$ cat src/rtl/alu_seq.sv
// alu_seq: micro-sequencer driving an external 8-bit adder-style ALU.
// Runs 8- or 16-bit ADD/ADC/SUB/SBC/INC/DEC as one or two byte passes,
// chains carry from the low byte into the high byte, and owns the
// architectural status flags {C,Z,N,V}. CLC/SEC touch only C.
//
// Ports:
//   clk, rst_n            clock, asynchronous active-low reset
//   req, cmd, wide        command request (sampled in IDLE), opcode, 16-bit select
//   opa, opb              operands, captured when the command is accepted
//   busy, done            busy outside IDLE; done is a one-cycle completion pulse
//   res                   result, held until the next completion
//   flag_c/z/n/v          status register
//   alu_op/ai/bi/ci       ALU operation and operands (op is always add-with-carry)
//   alu_out/c/z/n/v       ALU result and flags
module alu_seq #(
    parameter logic [3:0] STATUS_RST = 4'b0000
) (
    input  logic        clk,
    input  logic        rst_n,
    input  logic        req,
    input  logic [2:0]  cmd,
    input  logic        wide,
    input  logic [15:0] opa,
    input  logic [15:0] opb,
    output logic        busy,
    output logic        done,
    output logic [15:0] res,
    output logic        flag_c,
    output logic        flag_z,
    output logic        flag_n,
    output logic        flag_v,
    output logic [1:0]  alu_op,
    output logic [7:0]  alu_ai,
    output logic [7:0]  alu_bi,
    output logic        alu_ci,
    input  logic [7:0]  alu_out,
    input  logic        alu_c,
    input  logic        alu_z,
    input  logic        alu_n,
    input  logic        alu_v
);

    localparam int unsigned BYTE_W = 8;
    localparam int unsigned WORD_W = 16;

    localparam logic [2:0] CMD_ADD = 3'b000;
    localparam logic [2:0] CMD_ADC = 3'b001;
    localparam logic [2:0] CMD_SUB = 3'b010;
    localparam logic [2:0] CMD_SBC = 3'b011;
    localparam logic [2:0] CMD_INC = 3'b100;
    localparam logic [2:0] CMD_DEC = 3'b101;
    localparam logic [2:0] CMD_CLC = 3'b110;
    localparam logic [2:0] CMD_SEC = 3'b111;

    typedef enum logic [1:0] {
        S_IDLE = 2'd0,
        S_LO   = 2'd1,
        S_HI   = 2'd2,
        S_FIN  = 2'd3
    } state_t;

    state_t state_q, state_d;

    // Captured command and high operand bytes (low bytes go straight to the ALU regs)
    logic [2:0]        cmd_q,   cmd_d;
    logic              wide_q,  wide_d;
    logic [BYTE_W-1:0] opa_hi_q, opa_hi_d;
    logic [BYTE_W-1:0] opb_hi_q, opb_hi_d;

    // Low-pass results kept for the high pass
    logic [BYTE_W-1:0] lo_q,    lo_d;
    logic              carry_q, carry_d;
    logic              zero_q,  zero_d;

    // Next values of the registered outputs
    logic              busy_d, done_d;
    logic [WORD_W-1:0] res_d;
    logic              flag_c_d, flag_z_d, flag_n_d, flag_v_d;
    logic [BYTE_W-1:0] alu_ai_d, alu_bi_d;
    logic              alu_ci_d;

    // B-side byte for a pass; subtraction feeds the inverted operand
    function automatic logic [BYTE_W-1:0] map_b(input logic [2:0] c, input logic [BYTE_W-1:0] b);
        logic [BYTE_W-1:0] r;
        r = 8'h00;
        case (c)
            CMD_ADD, CMD_ADC: r = b;
            CMD_SUB, CMD_SBC: r = ~b;
            CMD_INC:          r = 8'h00;
            CMD_DEC:          r = 8'hFF;
            default:          r = 8'h00;
        endcase
        return r;
    endfunction

    // Carry-in for the low pass; C=1 means "no borrow" for subtraction
    function automatic logic map_ci(input logic [2:0] c, input logic sc);
        logic r;
        r = 1'b0;
        case (c)
            CMD_ADD: r = 1'b0;
            CMD_ADC: r = sc;
            CMD_SUB: r = 1'b1;
            CMD_SBC: r = sc;
            CMD_INC: r = 1'b1;
            CMD_DEC: r = 1'b0;
            default: r = 1'b0;
        endcase
        return r;
    endfunction

    assign alu_op = 2'b00;

    // State register
    always_ff @(posedge clk or negedge rst_n) begin
        if (!rst_n) begin
            state_q <= S_IDLE;
        end else begin
            state_q <= state_d;
        end
    end

    // Next-state logic
    always_comb begin
        state_d = state_q;
        case (state_q)
            S_IDLE: begin
                if (req) begin
                    state_d = ((cmd == CMD_CLC) || (cmd == CMD_SEC)) ? S_FIN : S_LO;
                end
            end
            S_LO:    state_d = wide_q ? S_HI : S_FIN;
            S_HI:    state_d = S_FIN;
            S_FIN:   state_d = S_IDLE;
            default: state_d = S_IDLE;
        endcase
    end

    // Output / datapath next values
    always_comb begin
        cmd_d    = cmd_q;
        wide_d   = wide_q;
        opa_hi_d = opa_hi_q;
        opb_hi_d = opb_hi_q;
        lo_d     = lo_q;
        carry_d  = carry_q;
        zero_d   = zero_q;
        res_d    = res;
        flag_c_d = flag_c;
        flag_z_d = flag_z;
        flag_n_d = flag_n;
        flag_v_d = flag_v;
        alu_ai_d = alu_ai;
        alu_bi_d = alu_bi;
        alu_ci_d = alu_ci;
        busy_d   = (state_d != S_IDLE);
        done_d   = (state_d == S_FIN);

        case (state_q)
            S_IDLE: begin
                if (req) begin
                    cmd_d    = cmd;
                    wide_d   = wide;
                    opa_hi_d = opa[15:8];
                    opb_hi_d = opb[15:8];
                    if (cmd == CMD_CLC) begin
                        flag_c_d = 1'b0;
                    end else if (cmd == CMD_SEC) begin
                        flag_c_d = 1'b1;
                    end else begin
                        alu_ai_d = opa[7:0];
                        alu_bi_d = map_b(cmd, opb[7:0]);
                        alu_ci_d = map_ci(cmd, flag_c);
                    end
                end
            end
            S_LO: begin
                lo_d    = alu_out;
                carry_d = alu_c;
                zero_d  = alu_z;
                if (wide_q) begin
                    // Set up the high pass, chaining the low-byte carry
                    alu_ai_d = opa_hi_q;
                    alu_bi_d = map_b(cmd_q, opb_hi_q);
                    alu_ci_d = alu_c;
                end else begin
                    res_d    = {8'h00, alu_out};
                    flag_c_d = alu_c;
                    flag_z_d = alu_z;
                    flag_n_d = alu_n;
                    flag_v_d = alu_v;
                end
            end
            S_HI: begin
                res_d    = {alu_out, lo_q};
                flag_c_d = alu_c;
                flag_z_d = zero_q & alu_z;
                flag_n_d = alu_n;
                flag_v_d = alu_v;
            end
            default: begin
            end
        endcase
    end

    // Datapath and output registers
    always_ff @(posedge clk or negedge rst_n) begin
        if (!rst_n) begin
            cmd_q    <= CMD_ADD;
            wide_q   <= 1'b0;
            opa_hi_q <= 8'h00;
            opb_hi_q <= 8'h00;
            lo_q     <= 8'h00;
            carry_q  <= 1'b0;
            zero_q   <= 1'b0;
            busy     <= 1'b0;
            done     <= 1'b0;
            res      <= 16'h0000;
            flag_c   <= STATUS_RST[3];
            flag_z   <= STATUS_RST[2];
            flag_n   <= STATUS_RST[1];
            flag_v   <= STATUS_RST[0];
            alu_ai   <= 8'h00;
            alu_bi   <= 8'h00;
            alu_ci   <= 1'b0;
        end else begin
            cmd_q    <= cmd_d;
            wide_q   <= wide_d;
            opa_hi_q <= opa_hi_d;
            opb_hi_q <= opb_hi_d;
            lo_q     <= lo_d;
            carry_q  <= carry_d;
            zero_q   <= zero_d;
            busy     <= busy_d;
            done     <= done_d;
            res      <= res_d;
            flag_c   <= flag_c_d;
            flag_z   <= flag_z_d;
            flag_n   <= flag_n_d;
            flag_v   <= flag_v_d;
            alu_ai   <= alu_ai_d;
            alu_bi   <= alu_bi_d;
            alu_ci   <= alu_ci_d;
        end
    end

endmodule

$ cat config.mk
export PLATFORM = sky130hd
export DESIGN_NAME = alu_seq
export DESIGN_NICKNAME = d
export VERILOG_FILES = /design/src/rtl/alu_seq.sv
export SDC_FILE = /design/constraint.sdc
export NUM_CORES = 1
export LEC_CHECK = 0
export BUFFER_PORTS_ARGS = -buffer_cell sky130_fd_sc_hd__buf_2
export CORE_UTILIZATION = 40
export DETAILED_ROUTE_END_ITERATION = 8
export PLACE_DENSITY = 0.66
export SLEW_MARGIN = 20
export SYNTH_ARGS = -nofsm -noshare
export SYNTH_HDL_FRONTEND = slang
export SYNTH_SLANG_ARGS = --single-unit
$ cat constraint.sdc
create_clock -name clk -period 2.5 [get_ports clk]
set_input_delay 0.125 -clock clk [delete_from_list [all_inputs] [get_ports clk]]
set_output_delay 0.125 -clock clk [all_outputs]
set_load 0.005 [all_outputs]
* Word-level counts from Yosys, hierarchy flattened
Index checks and enable logic that the tools add are counted.
** Word-level totals
- Register bits after elaboration :: 70
- Output and inout port bits :: 41
- Word-level logic and storage cells :: 94
** Cells by class
- Equal/unequal tests :: 21
- Mux-type cells :: 35
- Bitwise gates (word level) :: 3
- Reduce and logical (&&, ||, !) cells :: 18
** Operators with widths (number)
- 2-to-1 mux 8 bit :: 8
- one-hot mux 8 bit (3 select lines) :: 2
- one-hot mux 16 bit (2 select lines) :: 1
- one-hot mux 8 bit (2 select lines) :: 2
- 2-to-1 mux 16 bit :: 1
- inverter 8 bit :: 2
- == test 3 bit, second input constant :: 5
- == test 3 x 2 -> 1 bit, second input constant :: 4
- 2-to-1 mux 1 bit :: 12
- OR reduction 2 bit :: 6
- inequality test 2 bit, second input constant :: 5
- one-hot mux 1 bit (2 select lines) :: 5
- one-hot mux 2 bit (4 select lines) :: 1
- == test 2 bit, second input constant :: 3
- == test 3 x 1 -> 1 bit, second input constant :: 2
- logical NOT 3 bit :: 2
- nonzero test 2 bit :: 3
- AND reduction 5 bit :: 1
- 2-to-1 mux 2 bit :: 2
- AND reduction 2 bit :: 2
- AND reduction 4 bit :: 1
- inequality test 3 bit, second input constant :: 1
- one-hot mux 1 bit (3 select lines) :: 1
- nonzero test 3 bit :: 1
- other kinds (4) :: 4

* Logic depth before layout (Yosys ltp)
Gate-level depths: netlist of the first run.
- Depth in word-level cells :: 7
- Gate-level depth with buffers :: 9
- Gate-level depth less buffers :: 6

* Worst setup path after synthesis of the first run
No wires, ideal clock.
- Kind :: register -> register
- From :: reg state_q[0]
- To :: reg alu_ai[5]
- Arrival time :: 1.572 ns
- Required time :: 2.375 ns
- Setup slack :: 0.803 ns
- Stages on the path, launching flop included :: 7
- Clock period less this slack :: 1.697 ns
- Path through :: dfrtp_1 -> inv_1 -> ha_1 -> nand2b_1 -> a21oi_4 -> buf_12 -> mux2_4
** Between the ends
- Longest elaborated chain between the ends :: 3
- Elaborated cells on any way between the ends :: 9
- Classes of those cells :: eq/ne (5); mux (1); reduce/logical (3)
** RTL lines
- start: declaration :: line 62 : state_t state_q, state_d;
- start signal: assignment :: line 119 : state_q <= state_d;
- == test 2 x 1 -> 1 bit or logical NOT 2 bit (tied branches) :: line 159 : case (state_q)
- inequality test 2 bit (no source line) or nonzero test 2 bit (tied branches)
- AND reduction 5 bit (no source line)
- end signal: assignment :: line 241 : alu_ai <= alu_ai_d;
- end: declaration :: line 33 : output logic [7:0] alu_ai,
Parallel ways exist; a longest one is shown, timed or not.
A chain may end at the register's enable or synchronous reset.

* Final worst setup path of the first run
- From :: reg state_q[1]
- To :: reg res[2]
** Between the ends
- Longest elaborated chain between the ends :: 3
- Elaborated cells on any way between the ends :: 6
- Classes of those cells :: eq/ne (3); mux (1); reduce/logical (2)
** RTL lines
- == test 2 x 1 -> 1 bit or == test 2 bit (tied branches) :: line 159
- inequality test 2 bit (no source line) or nonzero test 2 bit (tied branches)
- AND reduction 2 bit (no source line)
- end signal: assignment :: line 236 : res <= res_d;
- end: declaration :: line 27 : output logic [15:0] res,
Parallel ways exist; a longest one is shown, timed or not.

==> reports/results.tsv, run 1 <==
metric	value	unit
Mapped Cells	285	
r2r setup slk	0.39	ns
critical path required time	2.77	ns
core area	8380	um2
power per cell area	1350	nW/um2
Flop pwr share	37.1	%
Routed Antenna Nets	0	
Final Cycle Share	84.4	%
crit-path max FO	15	
Hold Path Sink	wide_q	
Max-Cap Viols	0	
register area share after synthesis	49.8	%
status	finished, final reports clean	
Iteration-0 DRC Markers	90	
antenna violations before repair	0	
Post-synth top cells	dfrtp_1, mux2_2, mux2i_1	
Post-Route WL	7780	um
switching share of power	35.3	%
Leakage	1.97	nW
num rows	33	
number of enable flip-flop cells after synthesis	0	
width of the die	95.8	um
Worst Setup Slack, final	0.391	ns
vias in the first global route	2573	
CP endpoint kind	flop	
clock power share	19.4	%
sw power	2.04	mW
Worst slew margin	45.1	%
post-route minimum period	2.11	ns
hold path start	wide	
CTS Buffer Depth	2	
Synth warnings	0	
RSZ-0062 raised after global routing	false	
die area	9170	um2
worst setup path class	flop to flop	
r2r endpoint	res[2]	
final cell count without fillers	483	
Worst IR Drop VDD	0.600	mV
CTS Sinks	70	
CP delay by family, top	compound AO/OA/AOI/OAI gates	
# hold bufs at CTS	2	
cell total after placement	464	
crit path max-delay cell type	ha_2	
post-synth top area share	49.8	%
clock latency on the worst-skew pair	0.35	ns
Pre-Repair DR Iteration Count	4	
cell accounting for the most synthesized area	dfrtp_1	
largest net degree at the start of global routing	37	
worst hold path stage count	2	
Overflow after GRT	0	
ANT cells	0	
# DRC	0	
R2R depth	7	
Arr. time, crit path	2.38	ns
CTS tree	built	
starting density of the core	42.0	%
Routed WL per cell	16.1	um
Synth area leaders	dfrtp_1, mux2_2, mux2i_1	
clock-pin slew on the worst setup and hold paths	0.08	ns
mapped cell area	3520	um2
post-layout net count	428	
Post-synth top flop	dfrtp_1	
GRT Overall Usage	18.7	%
H-tree levels	3	
Buf/Inv on CP	2	
Worst Skew	0.00707	ns
final setup TNS	0	ns
Critical Path Start Type	flop	
max incr delay on CP	0.42	ns
register bit total from synthesis	70	
cells along the critical path	inv_1 -> ha_2 -> nor2b_4 -> o21bai_1 -> buf_4 -> nor2_1 -> a21oi_1	
Final Hold Fails	0	
final setup vio count	0	
wire length of the first global-routing pass	12700	um
area delta synth->final	21.7	%
IO Port Bufs	89	
post_cts resized	0	
Gate power share	43.5	%
dpl ws	0.417	ns
Root Buffer	clkbuf_8	
fraction of layout cells with a size suffix above 1	44.4	%
Post-CTS Setup Bufs	0	
post-synth cell types	35	
chip height	95.8	um
most frequent cell after synthesis	dfrtp_1	
Max Transition Viols Final	0	
Async SR Flop Fraction	100	%
max frequency	0.474	GHz
Least-Margin Pin Slew	0.824	ns
# IOs	92	
worst hold path type	input port to flop	
R2R Path Start	state_q[1]	
cts bufs inserted	9	
CP startpoint	state_q[1]	
Placer Congestion	0.822	
DP HPWL	5540	um
Syn Area/Cell	12.3	um2
DR vias	2499	
Pint	3.73	mW
Via density	5.17	
## sequential cells by signal, summed over array words and instances, names as in the netlist, 2 cells and up
name and cells:
lo_q 8, opb_hi_q 8, alu_bi 8, res 16, cmd_q 3, alu_ai 8
opa_hi_q 8, state_q 2
## cell families after synthesis
family / after synthesis / share of synthesized area (%)
AO/OA/AOI/OAI: 57 / 10.4
buffers and inverters: 35 / 5.87
XOR/XNOR: 1 / 0.249
multiplexers: 92 / 28.3
AND/OR/NAND/NOR: 25 / 3.81
other: 1 / 0.107
adder cells (fa/ha/maj): 4 / 1.42
flip-flops: 70 / 49.8
## layout by cell type, fill, tap and decap left out, drive strengths merged, types with 4 or more instances in the layout
cell,instances
buf,96
dfrtp,70
mux2,51
mux2i,41
o21ai,20
inv,13
nor2,11
a21oi,11
clkbuf,9
a22oi,8
o22ai,8
o221ai,8
ha,4
## power by group through the flow
stage                     clock network [mW]  registers, mW  logic, mW
after floorplan                            0           2.04       1.94
after global routing                    1.18           2.22       2.79
after detailed placement                   0           2.16       2.53
final                                   1.12           2.14       2.51
after global placement                     0           2.15       2.44
after CTS                               1.14           2.14       2.54
## through the flow
stage                     total power, mW  util (%)  instance area, um2  hold WS, ns
final                                5.77      51.1                4280      0.00717
after global routing                 6.19      51.1                4280      0.00398
after CTS                            5.82      50.9                4270     0.000152
after detailed placement             4.68      47.8                4000        0.268
after global placement               4.58      47.8                4000        0.269
after floorplan                      3.98         -                3520       -0.171
## final cells by class
class	count	area, um2
multi-input cells	181	1570
clock buffers	9	124
flip-flops and latches	70	1750
repair buffers	99	541
well taps	105	131
clock inverters	7	121
inverters	12	45.0
fillers	779	4100
## worst register-to-register path, stage by stage (launching register included)
cell	delay, ns
dfrtp_1	0.39
inv_1	0.12
ha_2	0.42
nor2b_4	0.26
o21bai_1	0.35
buf_4	0.31
nor2_1	0.06
a21oi_1	0.13
## worst max path at each step
stage,end,slack (ns),depth (start not counted)
floorplan,alu_ai[5],0.80,6
global placement,flag_z,0.51,6
detailed placement,flag_z,0.42,6
CTS,res[2],0.41,7
global route,res[2],0.19,7
finish,res[2],0.39,7
## layer usage
metal  GRT usage [%]  wire length (um)
met4            8.58               140
met3            3.87               393
met2            29.8              3610
met1            24.5              3640
met5               0                 0
(Power assumes the default switching activity.)
==> inputs of run 2 (changes only) <==
clock period = 2.05 ns   (was 2.5 ns; I/O delays follow)
==> run 2 against run 1 <==
  * First-iteration DRC count rose by 5.6%
  * Critical path depth fell by 1
  * Largest cell class unchanged
  * Clock skew rose by 0.0015 ns
  * Largest power group unchanged
  * Cell count rose by 3.3%
  * Sequential power rose by 21%
  * Clock power fell by 12%
  * Critical path type unchanged
  * Combinational power rose by 22%
==> reports/results.tsv, run 2 (synthesis results as in run 1) <==
metric	value	unit
R2R Path Start	state_q[0]	
# DRC	0	
switching share of power	35.9	%
Flop pwr share	38.9	%
CP startpoint	state_q[0]	
Worst Setup Slack, final	0.204	ns
most frequent cells in the layout	buf_2, dfrtp_1, mux2_2, mux2i_1, dlygate4sd3_1	
FILL cells	775	
final cell count without fillers	499	
hold path start	alu_z	
power after layout	6.63	mW
clock power share	14.9	%
dpl ws	0.193	ns
CP delay by family, top	flip-flops	
sw power	2.38	mW
chip height	95.8	um
CP endpoint kind	flop	
Root Buffer	clkbuf_8	
Leakage	2.01	nW
status	finished, final reports clean	
GRT Overall Usage	17.7	%
Least-Margin Pin Slew	0.691	ns
power per cell area	1510	nW/um2
worst hold path type	input port to flop	
M3 GR Usage	4.98	%
post-route minimum period	1.85	ns
IO Port Bufs	89	
vias in the first global route	2537	
Placer Congestion	0.798	
Post-CTS Setup Bufs	0	
Pint	4.25	mW
max frequency	0.542	GHz
antenna violations before repair	0	
M1 GR Usage	23.9	%
clock-pin slew on the worst setup and hold paths	0.07	ns
Post-Route WL	7500	um
CTS tree	built	
post-placement cell area	4000	um2
Worst Skew	0.00859	ns
met2 Use GR	27.2	%
max incr delay on CP	0.37	ns
largest net degree at the start of global routing	71	
die area	9170	um2
crit path max-delay cell type	dfrtp_1	
Iteration-0 DRC Markers	95	
Buf/Inv on CP	2	
Critical Path Start Type	flop	
RSZ-0062 raised after global routing	false	
number of flip-flops in the largest register	16	
Max Transition Viols Final	0	
Via density	5.04	
Gate power share	46.2	%
H-tree levels	3	
CTS Buffer Depth	2	
worst hold slack	0.0245	ns
DP HPWL	5240	um
DR vias	2514	
post-layout net count	445	
ANT cells	0	
# IOs	92	
Arr. time, crit path	2.10	ns
crit-path max FO	10	
Worst slew margin	53.8	%
cell total after placement	464	
design area	4380	um2
wire length of the first global-routing pass	12200	um
clock latency on the worst-skew pair	0.34	ns
global route hottest layer	met2	
cells along the critical path	inv_1 -> ha_1 -> nand2b_1 -> a21oi_4 -> buf_4 -> mux2i_1	
Pre-Repair DR Iteration Count	4	
Final Hold Fails	0	
cts bufs inserted	9	
worst setup path class	flop to flop	
Worst IR Drop VDD	0.764	mV
area delta synth->final	24.5	%
most common cell after layout, fill and taps aside	buf_2	
final setup TNS	0	ns
starting density of the core	42.0	%
Final Cycle Share	90.1	%
Overflow after GRT	0	
Largest Register	res	
utilization after layout	52.2	%
Routed WL per cell	15.0	um
final setup vio count	0	
num rows	33	
Max-Cap Viols	0	
CTS Sinks	70	
width of the die	95.8	um
fraction of layout cells with a size suffix above 1	42.4	%
critical path required time	2.31	ns
core area	8380	um2
Routed Antenna Nets	0	
## run 2: changes by cell type in the layout (fill, tap and decap cells not counted)
cell / before / now
clkinv_2: 1 / 3
dlygate4sd3_1: 3 / 20
clkinvlp_4: 0 / 1
inv_6: 1 / 0
clkinv_4: 2 / 0
clkbuf_8: 9 / 11
bufinv_16: 3 / 0
## run 2: power groups by stage
| stage | clock (mW) | sequential [mW] | combinational (mW) |
|---|---|---|---|
| after floorplan | 0 | 2.49 | 2.37 |
| after global placement | 0 | 2.58 | 2.97 |
| after detailed placement | 0 | 2.61 | 3.07 |
| after CTS | 1.02 | 2.59 | 3.10 |
| after global routing | 1.08 | 2.68 | 3.38 |
| final | 0.988 | 2.58 | 3.06 |
## run 2: repair_timing
item | in CTS | in global routing
endpoints found under the hold margin | 89 | 0
hold buffers | 20 | 0
gates resized for setup | 0 | 0
## run 2: per-layer routing
layer | part of all wire [%] | vias up | wire, um
li1 | - | 1228 | -
met1 | 47 | 1216 | 3560
met2 | 46 | 62 | 3460
met3 | 5.0 | 8 | 373
met4 | 1.3 | 0 | 98
met5 | 0 | - | 0
## run 2: final timing paths
kind,slack [ns],to,depth (start not counted)
worst max-delay path,0.20,alu_bi[0],6
worst min-delay path,0.02,zero_q,2
worst max register to register,0.20,alu_bi[0],6
worst min register to register,0.51,opa_hi_q[3],1
max in group asynchronous,1.44,cmd_q[2],3
min in group asynchronous,0.32,res[4],3
## run 2: area by class of cell
| class | instances | area, um2 | share of cell area, % |
|---|---|---|---|
| clock buffers | 11 | 151 | 3.46 |
| repair buffers | 116 | 711 | 16.2 |
| multi-input cells | 181 | 1570 | 35.8 |
| inverters | 12 | 45.0 | 1.03 |
| flip-flops and latches | 70 | 1750 | 40.0 |
| clock inverters | 4 | 22.5 | 0.514 |
| well taps | 105 | 131 | 3.00 |
## run 2: worst reg2reg max path, cell delays in order (launching register included)
cell,delay [ns]
dfrtp_1,0.37
inv_1,0.09
ha_1,0.27
nand2b_1,0.20
a21oi_4,0.36
buf_4,0.28
mux2i_1,0.20
==> inputs of run 3 (changes only) <==
REMOVE_ABC_BUFFERS = 1   (was unset)
==> run 3 against run 2 <==
  * First-iteration DRC count is 5.3% lower
  * Combinational power is 2% higher
  * Total power is 3.3% higher
  * Worst setup slack better by 0.028 ns
  * Wire length is 0.52% lower
  * Via count is 1.6% higher
  * Clock skew hardly changed
  * Critical path depth stayed put
  * Sequential cell count stayed put
  * Design area is 1.1% higher
  * Critical path type unchanged
  * Critical endpoint is now alu_ai[7]
  * Maximum frequency is 1.5% higher
  * Cell count is 0.80% higher
==> reports/results.tsv, run 3 (synthesis results as in run 1) <==
metric	value	unit
clock latency on the worst-skew pair	0.34	ns
RSZ-0062 raised after global routing	false	
fraction of layout cells with a size suffix above 1	42.7	%
Pre-Repair DR Iteration Count	4	
switching share of power	35.3	%
Placer Congestion	0.790	
r2r setup slk	0.23	ns
Post-CTS Setup Bufs	0	
Buf/Inv on CP	2	
Least-Margin Pin Slew	0.561	ns
cells along the critical path	inv_1 -> ha_1 -> nand3_2 -> a21oi_4 -> buf_4 -> mux2_2	
# IOs	92	
power after layout	6.85	mW
CP endpoint kind	flop	
vias in the first global route	2644	
power per cell area	1550	nW/um2
worst hold path type	input port to flop	
number of flip-flops in the largest register	16	
Routed Antenna Nets	0	
DP HPWL	5150	um
antenna violations before repair	0	
Via density	5.08	
multi-input logic area	1570	um2
Routed WL per cell	14.8	um
worst hold path stage count	2	
most common cell after layout, fill and taps aside	buf_2	
crit path max-delay cell type	dfrtp_1	
area delta synth->final	25.8	%
H-tree levels	3	
# hold bufs at CTS	19	
R2R Path Start	state_q[0]	
cts bufs inserted	9	
IO Port Bufs	89	
DR vias	2553	
Post-Route WL	7460	um
ANT cells	0	
Worst Skew	0.00842	ns
largest net degree at the start of global routing	71	
CTS tree	built	
R2R depth	6	
Flop pwr share	37.6	%
Overflow after GRT	0	
Worst IR Drop VDD	0.749	mV
Critical Path Start Type	flop	
sw power	2.41	mW
Arr. time, crit path	2.04	ns
post-layout net count	448	
Gate power share	45.6	%
Final Hold Fails	0	
max frequency	0.550	GHz
max incr delay on CP	0.41	ns
CTS Buffer Depth	2	
Leakage	2.03	nW
Hold Path Sink	wide_q	
final setup vio count	0	
r2r endpoint	alu_ai[7]	
post_cts resized	0	
# DRC	0	
CP startpoint	state_q[0]	
core area	8380	um2
Reg area	1750	um2
cell total after placement	468	
final cell count without fillers	503	
Worst slew margin	62.5	%
crit-path max FO	12	
starting density of the core	42.0	%
CTS Sinks	70	
Max-Cap Viols	0	
GRT Overall Usage	18.0	%
hold path start	wide	
most frequent cells in the layout	buf_2, dfrtp_1, mux2_2, mux2i_1	
Root Buffer	clkbuf_8	
Largest Register	res	
chip height	95.8	um
width of the die	95.8	um
CP delay by family, top	flip-flops	
die area	9170	um2
Max Transition Viols Final	0	
clock power share	16.8	%
worst setup path class	flop to flop	
status	finished, final reports clean	
Pint	4.43	mW
post-route minimum period	1.82	ns
clock-pin slew on the worst setup and hold paths	0.07	ns
Iteration-0 DRC Markers	90	
num rows	33	
wire length of the first global-routing pass	12400	um
Final Cycle Share	88.7	%
critical path required time	2.27	ns
FILL cells	741	
==> run 3: layout make-up <==
type                       count  area share [%]
sequential                    70            39.6
multi-input combinational    181            35.4
timing repair buffer         119            16.5
clock buffer                  13            3.59
tap                          105            2.97
inverter                      12            1.02
clock inverter                 3           0.961
==> run 3: worst max-delay path by stage <==
stage,cells after the start,endpoint,slack (ns)
after floorplan,5,flag_n,-0.64
after global placement,5,alu_ai[5],0.30
after detailed placement,5,alu_ai[5],0.24
after CTS,6,alu_ai[7],0.23
after global routing,7,res[6],0.09
final,6,alu_ai[7],0.23
==> run 3: worst register-to-register path, cell delays in order, from the launching register on <==
cell	delay, ns
dfrtp_1	0.41
inv_1	0.12
ha_1	0.27
nand3_2	0.14
a21oi_4	0.17
buf_4	0.24
mux2_2	0.36
==> run 3: layer usage <==
layer / global-route usage (%) / vias up / routed length (um) / part of all wire (%)
met5: 0 / - / 0 / 0
met4: 4.85 / 0 / 75 / 1.0
met3: 6.00 / 7 / 445 / 6.0
met2: 29.7 / 75 / 3500 / 47
met1: 22.6 / 1235 / 3440 / 46
li1: - / 1236 / - / -
==> run 3: through the flow <==
| stage | setup slack, ns | utilization (%) | TNS (ns) | hold WS [ns] | cell area, um2 |
|---|---|---|---|---|---|
| 6_report | 0.232 | 52.8 | 0 | 0.0202 | 4430 |
| 5_1_grt | 0.0878 | 52.8 | 0 | 0.00522 | 4430 |
| 4_1_cts | 0.226 | 52.8 | 0 | 0.0175 | 4430 |
| 3_5_place_dp | 0.239 | 48.1 | 0 | 0.162 | 4030 |
| 3_3_place_gp | 0.302 | 48.1 | 0 | 0.156 | 4030 |
| 2_1_floorplan | -0.641 | - | -12.40 | -0.193 | 3360 |
==> run 3: power groups by stage <==
stage	clock network, mW	logic [mW]	registers [mW]
floorplan	0	2.06	2.55
global placement	0	3.04	2.59
detailed placement	0	3.13	2.60
CTS	1.18	3.16	2.58
global route	1.24	3.49	2.69
finish	1.15	3.12	2.58
